`src/rtl/vram_sketch_writer_pkg.sv`:
```
`default_nettype none
// ============================================================================
// Module      : vram_sketch_writer_pkg
// Description : Shared types for the sketch VRAM writer: touch sample,
//               panel colour, writer FSM states and the pixel address helper.
// Revision    : 1.0 - initial release
// ============================================================================
package vram_sketch_writer_pkg;

    localparam int TOUCH_COORD_W   = 16;
    localparam int ILI9341_COLOR_W = 16;

    typedef logic [ILI9341_COLOR_W-1:0] ILI9341_color_t;

    localparam ILI9341_color_t BLACK = 16'h0000;

    // One touch-controller sample: coordinates are raw and may be off-panel.
    typedef struct packed {
        logic                     valid;
        logic [TOUCH_COORD_W-1:0] x;
        logic [TOUCH_COORD_W-1:0] y;
    } touch_t;

    typedef enum logic [1:0] {
        S_CLEAR = 2'd0,
        S_IDLE  = 2'd1,
        S_BRUSH = 2'd2
    } state_t;

    // Row-major pixel address, evaluated at 32 bits so the multiply never
    // truncates before the caller narrows to its address width.
    function automatic logic [31:0] xy_to_addr(input logic [31:0] x,
                                               input logic [31:0] y,
                                               input logic [31:0] width);
        return (y * width) + x;
    endfunction

endpackage
`default_nettype wire

```
`src/rtl/vram_sketch_writer_brush_raster.sv`:
```
`default_nettype none
// ============================================================================
// Module      : vram_sketch_writer_brush_raster
// Description : Square brush scanner. Loaded with a centre and radius, it
//               walks dy=-r..+r (outer) and dx=-r..+r (inner), one position
//               per step, flagging positions that fall off the display.
// Ports       : i_load/i_cx/i_cy/i_radius - start a new brush
//               i_step                    - advance to the next position
//               o_x/o_y                   - current pixel (valid when !o_clip)
//               o_clip                    - current position is off-display
//               o_done                    - current position is the last one
// Revision    : 1.0 - initial release
// ============================================================================
module vram_sketch_writer_brush_raster #(
    parameter int DISPLAY_WIDTH  = 240,
    parameter int DISPLAY_HEIGHT = 320,
    parameter int X_W            = 8,
    parameter int Y_W            = 9,
    parameter int RAD_W          = 2
) (
    input  logic             clk,
    input  logic             rst,
    input  logic             i_load,
    input  logic             i_step,
    input  logic [X_W-1:0]   i_cx,
    input  logic [Y_W-1:0]   i_cy,
    input  logic [RAD_W-1:0] i_radius,
    output logic [X_W-1:0]   o_x,
    output logic [Y_W-1:0]   o_y,
    output logic             o_clip,
    output logic             o_done
);

    localparam logic signed [X_W+1:0] c_W_S = (X_W+2)'(DISPLAY_WIDTH);
    localparam logic signed [Y_W+1:0] c_H_S = (Y_W+2)'(DISPLAY_HEIGHT);

    logic signed [X_W+1:0] r_cx, r_dx;
    logic signed [Y_W+1:0] r_cy, r_dy;
    logic [RAD_W-1:0]      r_rad;

    logic signed [X_W+1:0] w_rad_x, w_ld_rad_x, w_px;
    logic signed [Y_W+1:0] w_rad_y, w_ld_rad_y, w_py;

    assign w_rad_x    = $signed((X_W+2)'(r_rad));
    assign w_rad_y    = $signed((Y_W+2)'(r_rad));
    assign w_ld_rad_x = $signed((X_W+2)'(i_radius));
    assign w_ld_rad_y = $signed((Y_W+2)'(i_radius));

    assign w_px = r_cx + r_dx;
    assign w_py = r_cy + r_dy;

    // Sign bit catches the left/top edge, the compare the right/bottom edge.
    assign o_clip = w_px[X_W+1] || (w_px >= c_W_S) || w_py[Y_W+1] || (w_py >= c_H_S);
    assign o_done = (r_dx == w_rad_x) && (r_dy == w_rad_y);
    assign o_x    = w_px[X_W-1:0];
    assign o_y    = w_py[Y_W-1:0];

    always_ff @(posedge clk) begin
        if (rst) begin
            r_cx  <= '0;
            r_cy  <= '0;
            r_dx  <= '0;
            r_dy  <= '0;
            r_rad <= '0;
        end else if (i_load) begin
            r_cx  <= $signed((X_W+2)'(i_cx));
            r_cy  <= $signed((Y_W+2)'(i_cy));
            r_dx  <= -w_ld_rad_x;
            r_dy  <= -w_ld_rad_y;
            r_rad <= i_radius;
        end else if (i_step) begin
            if (r_dx == w_rad_x) begin
                r_dx <= -w_rad_x;
                r_dy <= r_dy + (Y_W+2)'(1);
            end else begin
                r_dx <= r_dx + (X_W+2)'(1);
            end
        end
    end

endmodule
`default_nettype wire

```
`src/rtl/vram_sketch_writer.sv`:
```
`default_nettype none
// ============================================================================
// Module      : vram_sketch_writer
// Description : Etch-a-sketch VRAM writer. Clears the frame buffer after
//               reset or on request, then arbitrates N_TOUCH touch channels
//               round-robin and paints a clipped square brush per touch.
// Ports       : clk, rst            - clock, synchronous active-high reset
//               i_ena               - 0 freezes the FSM and gates writes
//               i_clear_req         - restart a full clear
//               i_brush_radius      - brush radius, saturated to MAX_RADIUS
//               i_touch / i_color   - per-channel touch sample and colour
//               o_vram_wr_*         - registered VRAM write port
//               o_busy              - clearing or painting
//               o_clear_done        - pulse after the last clear write
// Revision    : 1.0 - initial release
// ============================================================================
module vram_sketch_writer
    import vram_sketch_writer_pkg::*;
#(
    parameter int                  DISPLAY_WIDTH  = 240,
    parameter int                  DISPLAY_HEIGHT = 320,
    parameter int                  VRAM_W         = 16,
    parameter int                  N_TOUCH        = 2,
    parameter int                  MAX_RADIUS     = 3,
    parameter logic [VRAM_W-1:0]   CLEAR_COLOR    = VRAM_W'(BLACK)
) (
    input  logic                               clk,
    input  logic                               rst,
    input  logic                               i_ena,
    input  logic                               i_clear_req,
    input  logic [$clog2(MAX_RADIUS+1)-1:0]    i_brush_radius,
    input  touch_t [N_TOUCH-1:0]               i_touch,
    input  logic [VRAM_W*N_TOUCH-1:0]          i_color,
    output logic                               o_vram_wr_ena,
    output logic [$clog2(DISPLAY_WIDTH*DISPLAY_HEIGHT)-1:0] o_vram_wr_addr,
    output logic [VRAM_W-1:0]                  o_vram_wr_data,
    output logic                               o_busy,
    output logic                               o_clear_done
);

    localparam int VRAM_L = DISPLAY_WIDTH * DISPLAY_HEIGHT;
    localparam int ADDR_W = $clog2(VRAM_L);
    localparam int X_W    = $clog2(DISPLAY_WIDTH);
    localparam int Y_W    = $clog2(DISPLAY_HEIGHT);
    localparam int RAD_W  = $clog2(MAX_RADIUS+1);
    localparam int PTR_W  = (N_TOUCH > 1) ? $clog2(N_TOUCH) : 1;

    localparam logic [TOUCH_COORD_W-1:0] c_W_T = TOUCH_COORD_W'(DISPLAY_WIDTH);
    localparam logic [TOUCH_COORD_W-1:0] c_H_T = TOUCH_COORD_W'(DISPLAY_HEIGHT);

    function automatic logic [PTR_W-1:0] f_next(input logic [PTR_W-1:0] p);
        return (p == PTR_W'(N_TOUCH-1)) ? '0 : p + 1'b1;
    endfunction

    state_t              r_state;
    logic [ADDR_W-1:0]   r_clr_cnt;
    logic                r_clr_pend;
    logic [PTR_W-1:0]    r_rr, r_win;
    logic [VRAM_W-1:0]   r_col;
    logic                r_wr_ena, r_busy, r_clear_done;
    logic [ADDR_W-1:0]   r_wr_addr;
    logic [VRAM_W-1:0]   r_wr_data;
    logic [N_TOUCH-1:0]  r_last_vld;
    logic [X_W-1:0]      r_last_x   [N_TOUCH];
    logic [Y_W-1:0]      r_last_y   [N_TOUCH];
    logic [VRAM_W-1:0]   r_last_col [N_TOUCH];

    logic [N_TOUCH-1:0]  w_ok;
    logic [VRAM_W-1:0]   w_col [N_TOUCH];
    logic                w_hit, w_dup, w_run, w_load, w_step;
    logic [PTR_W-1:0]    w_win;
    touch_t              w_wt;
    logic [X_W-1:0]      w_tx, w_bx;
    logic [Y_W-1:0]      w_ty, w_by;
    logic [VRAM_W-1:0]   w_tcol;
    logic [RAD_W-1:0]    w_rad_sat;
    logic                w_clip, w_done;
    logic [ADDR_W-1:0]   w_brush_addr;

    for (genvar g = 0; g < N_TOUCH; g++) begin : g_chan
        assign w_ok[g]  = i_touch[g].valid && (i_touch[g].x < c_W_T) && (i_touch[g].y < c_H_T);
        assign w_col[g] = i_color[g*VRAM_W +: VRAM_W];
    end

    // Round-robin: first pass takes channels at or after the pointer, the
    // second pass wraps around to the ones before it.
    always_comb begin
        w_hit = 1'b0;
        w_win = r_rr;
        for (int k = 0; k < N_TOUCH; k++) begin
            if (!w_hit && w_ok[k] && (PTR_W'(k) >= r_rr)) begin
                w_hit = 1'b1;
                w_win = PTR_W'(k);
            end
        end
        for (int k = 0; k < N_TOUCH; k++) begin
            if (!w_hit && w_ok[k]) begin
                w_hit = 1'b1;
                w_win = PTR_W'(k);
            end
        end
    end

    assign w_wt      = i_touch[w_win];
    assign w_tx      = w_wt.x[X_W-1:0];
    assign w_ty      = w_wt.y[Y_W-1:0];
    assign w_tcol    = w_col[w_win];
    assign w_dup     = r_last_vld[w_win] && (r_last_x[w_win] == w_tx) &&
                       (r_last_y[w_win] == w_ty) && (r_last_col[w_win] == w_tcol);
    assign w_rad_sat = ({1'b0, i_brush_radius} > (RAD_W+1)'(MAX_RADIUS)) ?
                       RAD_W'(MAX_RADIUS) : i_brush_radius;

    assign w_run  = i_ena && !i_clear_req;
    assign w_load = w_run && (r_state == S_IDLE) && w_hit && !w_dup;
    assign w_step = w_run && (r_state == S_BRUSH);

    vram_sketch_writer_brush_raster #(
        .DISPLAY_WIDTH  (DISPLAY_WIDTH),
        .DISPLAY_HEIGHT (DISPLAY_HEIGHT),
        .X_W            (X_W),
        .Y_W            (Y_W),
        .RAD_W          (RAD_W)
    ) u_raster (
        .clk      (clk),
        .rst      (rst),
        .i_load   (w_load),
        .i_step   (w_step),
        .i_cx     (w_tx),
        .i_cy     (w_ty),
        .i_radius (w_rad_sat),
        .o_x      (w_bx),
        .o_y      (w_by),
        .o_clip   (w_clip),
        .o_done   (w_done)
    );

    assign w_brush_addr = ADDR_W'(xy_to_addr(32'(w_bx), 32'(w_by), 32'(DISPLAY_WIDTH)));

    always_ff @(posedge clk) begin
        if (rst) begin
            r_state      <= S_CLEAR;
            r_clr_cnt    <= ADDR_W'(VRAM_L-1);
            r_clr_pend   <= 1'b0;
            r_rr         <= '0;
            r_win        <= '0;
            r_col        <= '0;
            r_wr_ena     <= 1'b0;
            r_wr_addr    <= '0;
            r_wr_data    <= '0;
            r_busy       <= 1'b1;
            r_clear_done <= 1'b0;
            r_last_vld   <= '0;
            for (int k = 0; k < N_TOUCH; k++) begin
                r_last_x[k]   <= '0;
                r_last_y[k]   <= '0;
                r_last_col[k] <= '0;
            end
        end else if (!i_ena) begin
            r_wr_ena <= 1'b0;
        end else if (i_clear_req) begin
            // Clear pre-empts everything, including a touch seen this cycle.
            r_state      <= S_CLEAR;
            r_clr_cnt    <= ADDR_W'(VRAM_L-1);
            r_clr_pend   <= 1'b0;
            r_wr_ena     <= 1'b0;
            r_busy       <= 1'b1;
            r_clear_done <= 1'b0;
            r_last_vld   <= '0;
        end else begin
            r_wr_ena     <= 1'b0;
            r_clear_done <= 1'b0;
            case (r_state)
                S_CLEAR: begin
                    r_wr_ena  <= 1'b1;
                    r_wr_addr <= r_clr_cnt;
                    r_wr_data <= CLEAR_COLOR;
                    if (r_clr_cnt == '0) begin
                        r_state    <= S_IDLE;
                        r_busy     <= 1'b0;
                        r_clr_pend <= 1'b1;
                    end else begin
                        r_clr_cnt <= r_clr_cnt - 1'b1;
                    end
                end
                S_IDLE: begin
                    if (r_clr_pend) begin
                        r_clear_done <= 1'b1;
                        r_clr_pend   <= 1'b0;
                    end
                    if (w_hit) begin
                        if (w_dup) begin
                            r_rr <= f_next(w_win);
                        end else begin
                            r_win             <= w_win;
                            r_col             <= w_tcol;
                            r_last_vld[w_win] <= 1'b1;
                            r_last_x[w_win]   <= w_tx;
                            r_last_y[w_win]   <= w_ty;
                            r_last_col[w_win] <= w_tcol;
                            r_state           <= S_BRUSH;
                            r_busy            <= 1'b1;
                        end
                    end
                end
                S_BRUSH: begin
                    if (!w_clip) begin
                        r_wr_ena  <= 1'b1;
                        r_wr_addr <= w_brush_addr;
                        r_wr_data <= r_col;
                    end
                    if (w_done) begin
                        r_state <= S_IDLE;
                        r_busy  <= 1'b0;
                        r_rr    <= f_next(r_win);
                    end
                end
                default: begin
                    r_state   <= S_CLEAR;
                    r_clr_cnt <= ADDR_W'(VRAM_L-1);
                    r_busy    <= 1'b1;
                end
            endcase
        end
    end

    assign o_vram_wr_ena  = r_wr_ena;
    assign o_vram_wr_addr = r_wr_addr;
    assign o_vram_wr_data = r_wr_data;
    assign o_busy         = r_busy;
    assign o_clear_done   = r_clear_done;

endmodule
`default_nettype wire

```
`config.mk`:
```
export PLATFORM = sky130hd
export DESIGN_NAME = vram_sketch_writer
export DESIGN_NICKNAME = d
export VERILOG_FILES = /design/src/rtl/vram_sketch_writer_pkg.sv /design/src/rtl/vram_sketch_writer_brush_raster.sv /design/src/rtl/vram_sketch_writer.sv
export SDC_FILE = /design/constraint.sdc
export NUM_CORES = 1
export LEC_CHECK = 0
export CORE_MARGIN = 2
export CORE_UTILIZATION = 60
export DETAILED_ROUTE_END_ITERATION = 12
export DONT_BUFFER_PORTS = 1
export GPL_TIMING_DRIVEN = 0
export PLACE_DENSITY = 0.86
export SYNTH_ARGS = -nofsm -noshare
export SYNTH_HDL_FRONTEND = slang
export SYNTH_SLANG_ARGS = --single-unit
export TNS_END_PERCENT = 20
```
`constraint.sdc`:
```
create_clock -name clk -period 8.75 [get_ports clk]
set_clock_uncertainty 0.15 [all_clocks]
set_input_delay 2.625 -clock clk [delete_from_list [all_inputs] [get_ports clk]]
set_output_delay 2.625 -clock clk [all_outputs]
set_load 0.02 [all_outputs]
```
==> qor.yml <==
power:
  power.switching_uw: 436
  pwr-share-comb_pct: 6.0
  p_per_area_nw_per_um2: 149
  ir_drop_uv: 140
  p_leak_uw: 0.00505
  p_clk_share_pct: 43.8
  power_frac_seq_pct: 50.2
  intPower_uw: 1370
  switching_share_pct: 24.1
sta:
  worstMarginPinSlew_ps: 962
  rsz0062_at_grt: "no"
  setup_violations: 0
  fmax_ghz: 0.151
  fin_setup_tns_ps: 0
  worst_slack_ps: 2110
  fin_crit_ps: 6640
  hold_viol_final: 0
  slew_violations: 0
  maxSlewHeadroom_pct: 35.5
  period_share_pct: 75.9
  holdWs_ps: 302
outcome:
  outcome: "finished clean"
route:
  wl_um: 29600
  first_pass_iters: 6
  drtIter0Drc: 1011
  wire_per_inst_um: 19.5
  via_per_inst: 6.16
  ant_nets: 0
  via_count: 9356
  drc: 0
logic_synthesis:
  synth_nets: 1430
  synth_cells: 1257
  synth.distinct_cells: 70
  ys_warn_count: 0
  synthMuxAreaShare_pct: 2.73
  syn_area_per_cell_um2: 8.92
  synth_area_um2: 11200
  ys_ff_latch: 182
  synth_compound_gate_area_share_pct: 17.3
  synth_xor_area_share_pct: 9.06
  ys_async_sr_fraction_pct: 0
  synth-edff-count: 66
  synth-seq-area-share_pct: 38.4
  synth_top_area_share_pct: 20.7
  synth_flop_cell: "dfxtp_1"
  yosys.area.top_type: "dfxtp_1"
  yosys.area_share.simple_pct: 16.5
  synth_fa_ha_area_share_pct: 8.91
  ys_top_cells_by_area: "dfxtp_1 21%, edfxtp_1 18%, nor2_1 6.9%"
  synth_top_family_by_area: "compound AO/OA/AOI/OAI gates"
worst_setup_path:
  cp_max_fo: 18
  worstPathRequired_ps: 8790
  r2r_slack_ps: 2430
  endpoint_kind: "flip-flop"
  cp.arrival_ps: 6690
  path_class: "primary input to flip-flop"
  startpoint_type: "primary input"
floorplan:
  ios: 140
  core_area_um2: 18100
  fp-row-count: 49
  die_y_um: 141
  die_width_um: 141
  initial_core_util_pct: 61.8
  die-area_um2: 19800
cells_and_area:
  final_nets: 1450
  seq_area_um2: 4300
  multiInputGateArea_um2: 6110
  final_area_um2: 12100
  areaGrowthSynthToFinish_pct: 8.14
  diodes: 0
  utilization_pct: 66.8
  fill_cells: 1350
  drive_above_1_share_pct: 8.60
clock_tree:
  cts_sinks: 182
  clockBufferDepth: 2
  hold_buffers: 0
  clk_root_buffer_cell: "clkbuf_16"
  post_cts_buffers: 0
  cts_resized: 0
  numCtsBuffers: 17
  cts.clk_slew.worst_paths_ps: 70
  worstSkewPairLatency_ps: 450
  cts_tree: "built"
  cts_max_level: 4
grt:
  grt_pass1_vias: 8809
  grt_use_total_pct: 29.8
  grt_overflow: 0
  grt_pass1_wl_um: 46300
  grt_max_degree: 35
  antenna_found_initial: 0
placement:
  dpl.hpwl_um: 22200
  routabilityCongestion: 0.954
  dpl_cell_area_um2: 11500
  io_buffers: 0
  dp_slack_ps: 1730
min_path:
  hp-class: "flip-flop to flip-flop"
flow_run:
  maxCapViolCount: 0
==> power groups by stage <==
stage	Combinational (uW)	Sequential (uW)	Clock, uW
after global routing	116	908	827
final	108	907	790
after detailed placement	104	926	0
after floorplan	75.0	924	0
after global placement	99.3	926	0
after CTS	105	907	788
==> placed cells by master (no fill, tap or decap), drive strengths merged, types with 3 or more instances in the layout <==
cell type / n
o21a: 7
fa: 18
nor2: 206
mux2: 5
nand3: 27
buf: 24
o41ai: 3
a31oi: 3
o2bb2ai: 9
nand2: 80
dfxtp: 116
xor2: 49
a21o: 12
nand4: 13
nor4: 19
o211a: 3
a21oi: 91
a211oi: 41
clkinv: 6
nand4b: 3
or3: 5
nor2b: 10
and2: 6
xnor2: 67
o22ai: 6
mux2i: 25
o211ai: 3
nand2b: 6
o21ai: 30
nor3: 14
inv: 136
a2111oi: 6
and3: 6
a211o: 12
ha: 51
clkbuf: 53
edfxtp: 66
o21bai: 4
or2: 5
a22oi: 17
==> path summary, 6_finish.rpt <==
| check | cells past startpoint | endpoint | start |
|---|---|---|---|
| hold reg to reg | 2 | r_last_vld[0]$_SDFFE_PP0P_ | r_last_vld[0]$_SDFFE_PP0P_ |
| setup / recovery | 15 | r_last_y[1][1]$_SDFFCE_PN0P_ | i_touch[6] |
| hold / removal | 2 | r_last_vld[0]$_SDFFE_PP0P_ | r_last_vld[0]$_SDFFE_PP0P_ |
| setup reg to reg | 20 | o_vram_wr_addr[16]$_SDFFE_PP0P_ | u_raster.r_dy[0]$_SDFFE_PP0P_ |
==> through the flow <==
step,std cells,total power [uW]
2_1_floorplan,1257,999
4_1_cts,1519,1800
3_5_place_dp,1487,1030
3_3_place_gp,1486,1020
6_report,1519,1810
5_1_grt,1519,1850
==> area by class of cell <==
| cell class | count | share of cell area (%) |
|---|---|---|
| buffer | 57 | 2.53 |
| clock buffer | 19 | 3.75 |
| clock inverter | 13 | 1.17 |
| inverter | 132 | 4.09 |
| multi-input combinational | 886 | 50.4 |
| sequential | 182 | 35.5 |
| tap | 229 | 2.36 |
| timing repair buffer | 1 | 0.227 |
==> flip-flops by register name, indices dropped and copies added (netlist names), 2 cells and up <==
signal and count:
r_last_col 32, r_last_y 18, o_vram_wr_addr 17, r_clr_cnt 17, o_vram_wr_data 16, r_col 16
r_last_x 16, u_raster.r_dy 11, u_raster.r_dx 10, u_raster.r_cy 9, u_raster.r_cx 8, r_last_vld 2
r_state 2, u_raster.r_rad 2
==> kinds of logic (layout without fill, tap and decap cells) <==
family | Yosys count | count (layout)
flip-flops | 182 | 182
AO/OA/AOI/OAI | 260 | 260
adder cells (fa/ha/maj) | 69 | 69
XOR/XNOR | 116 | 116
AND/OR/NAND/NOR | 411 | 411
multiplexers | 30 | 30
buffers and inverters | 189 | 222
==> critical path, stage by stage <==
cell and delay, ps:
o21ai_0 270, nand4_1 240, a211o_1 330, buf_6 140, a21oi_2 140, buf_6 200
mux2i_1 470, xnor2_1 170, nand3_1 230, o21ai_1 250, or3_1 130, buf_2 210
buf_2 310, nand2_1 560, buf_16 400
==> metal layers <==
| metal | vias to the layer above | track usage (%) | share of wire [%] |
|---|---|---|---|
| li1 | 4342 | - | - |
| met1 | 4459 | 38.4 | 40 |
| met2 | 466 | 49.2 | 47 |
| met3 | 89 | 5.74 | 8.6 |
| met4 | 0 | 12.7 | 3.9 |
| met5 | - | 0 | 0 |
==> cells in the mapped netlist (4+ instances only) <==
master	n
a2111oi_0	4
edfxtp_1	66
nor2b_1	10
nor4_1	18
nor3_1	14
o2bb2ai_1	9
fa_1	18
a21oi_1	80
or3_1	5
clkbuf_1	34
and3_1	6
a22oi_1	17
a21o_1	12
a211oi_2	28
a211oi_1	13
nand3_1	27
o21a_1	7
mux2_2	5
buf_2	11
o21bai_1	4
ha_1	51
buf_6	8
dfxtp_1	116
xor2_1	49
xnor2_1	67
nor2_1	206
nand2b_1	6
inv_1	132
a211o_1	12
or2_2	4
o21ai_0	25
a21oi_2	11
nand4_1	13
mux2i_1	25
o21ai_1	4
and2_1	6
nand2_1	80
o22ai_1	6
(Power assumes the default switching activity.)
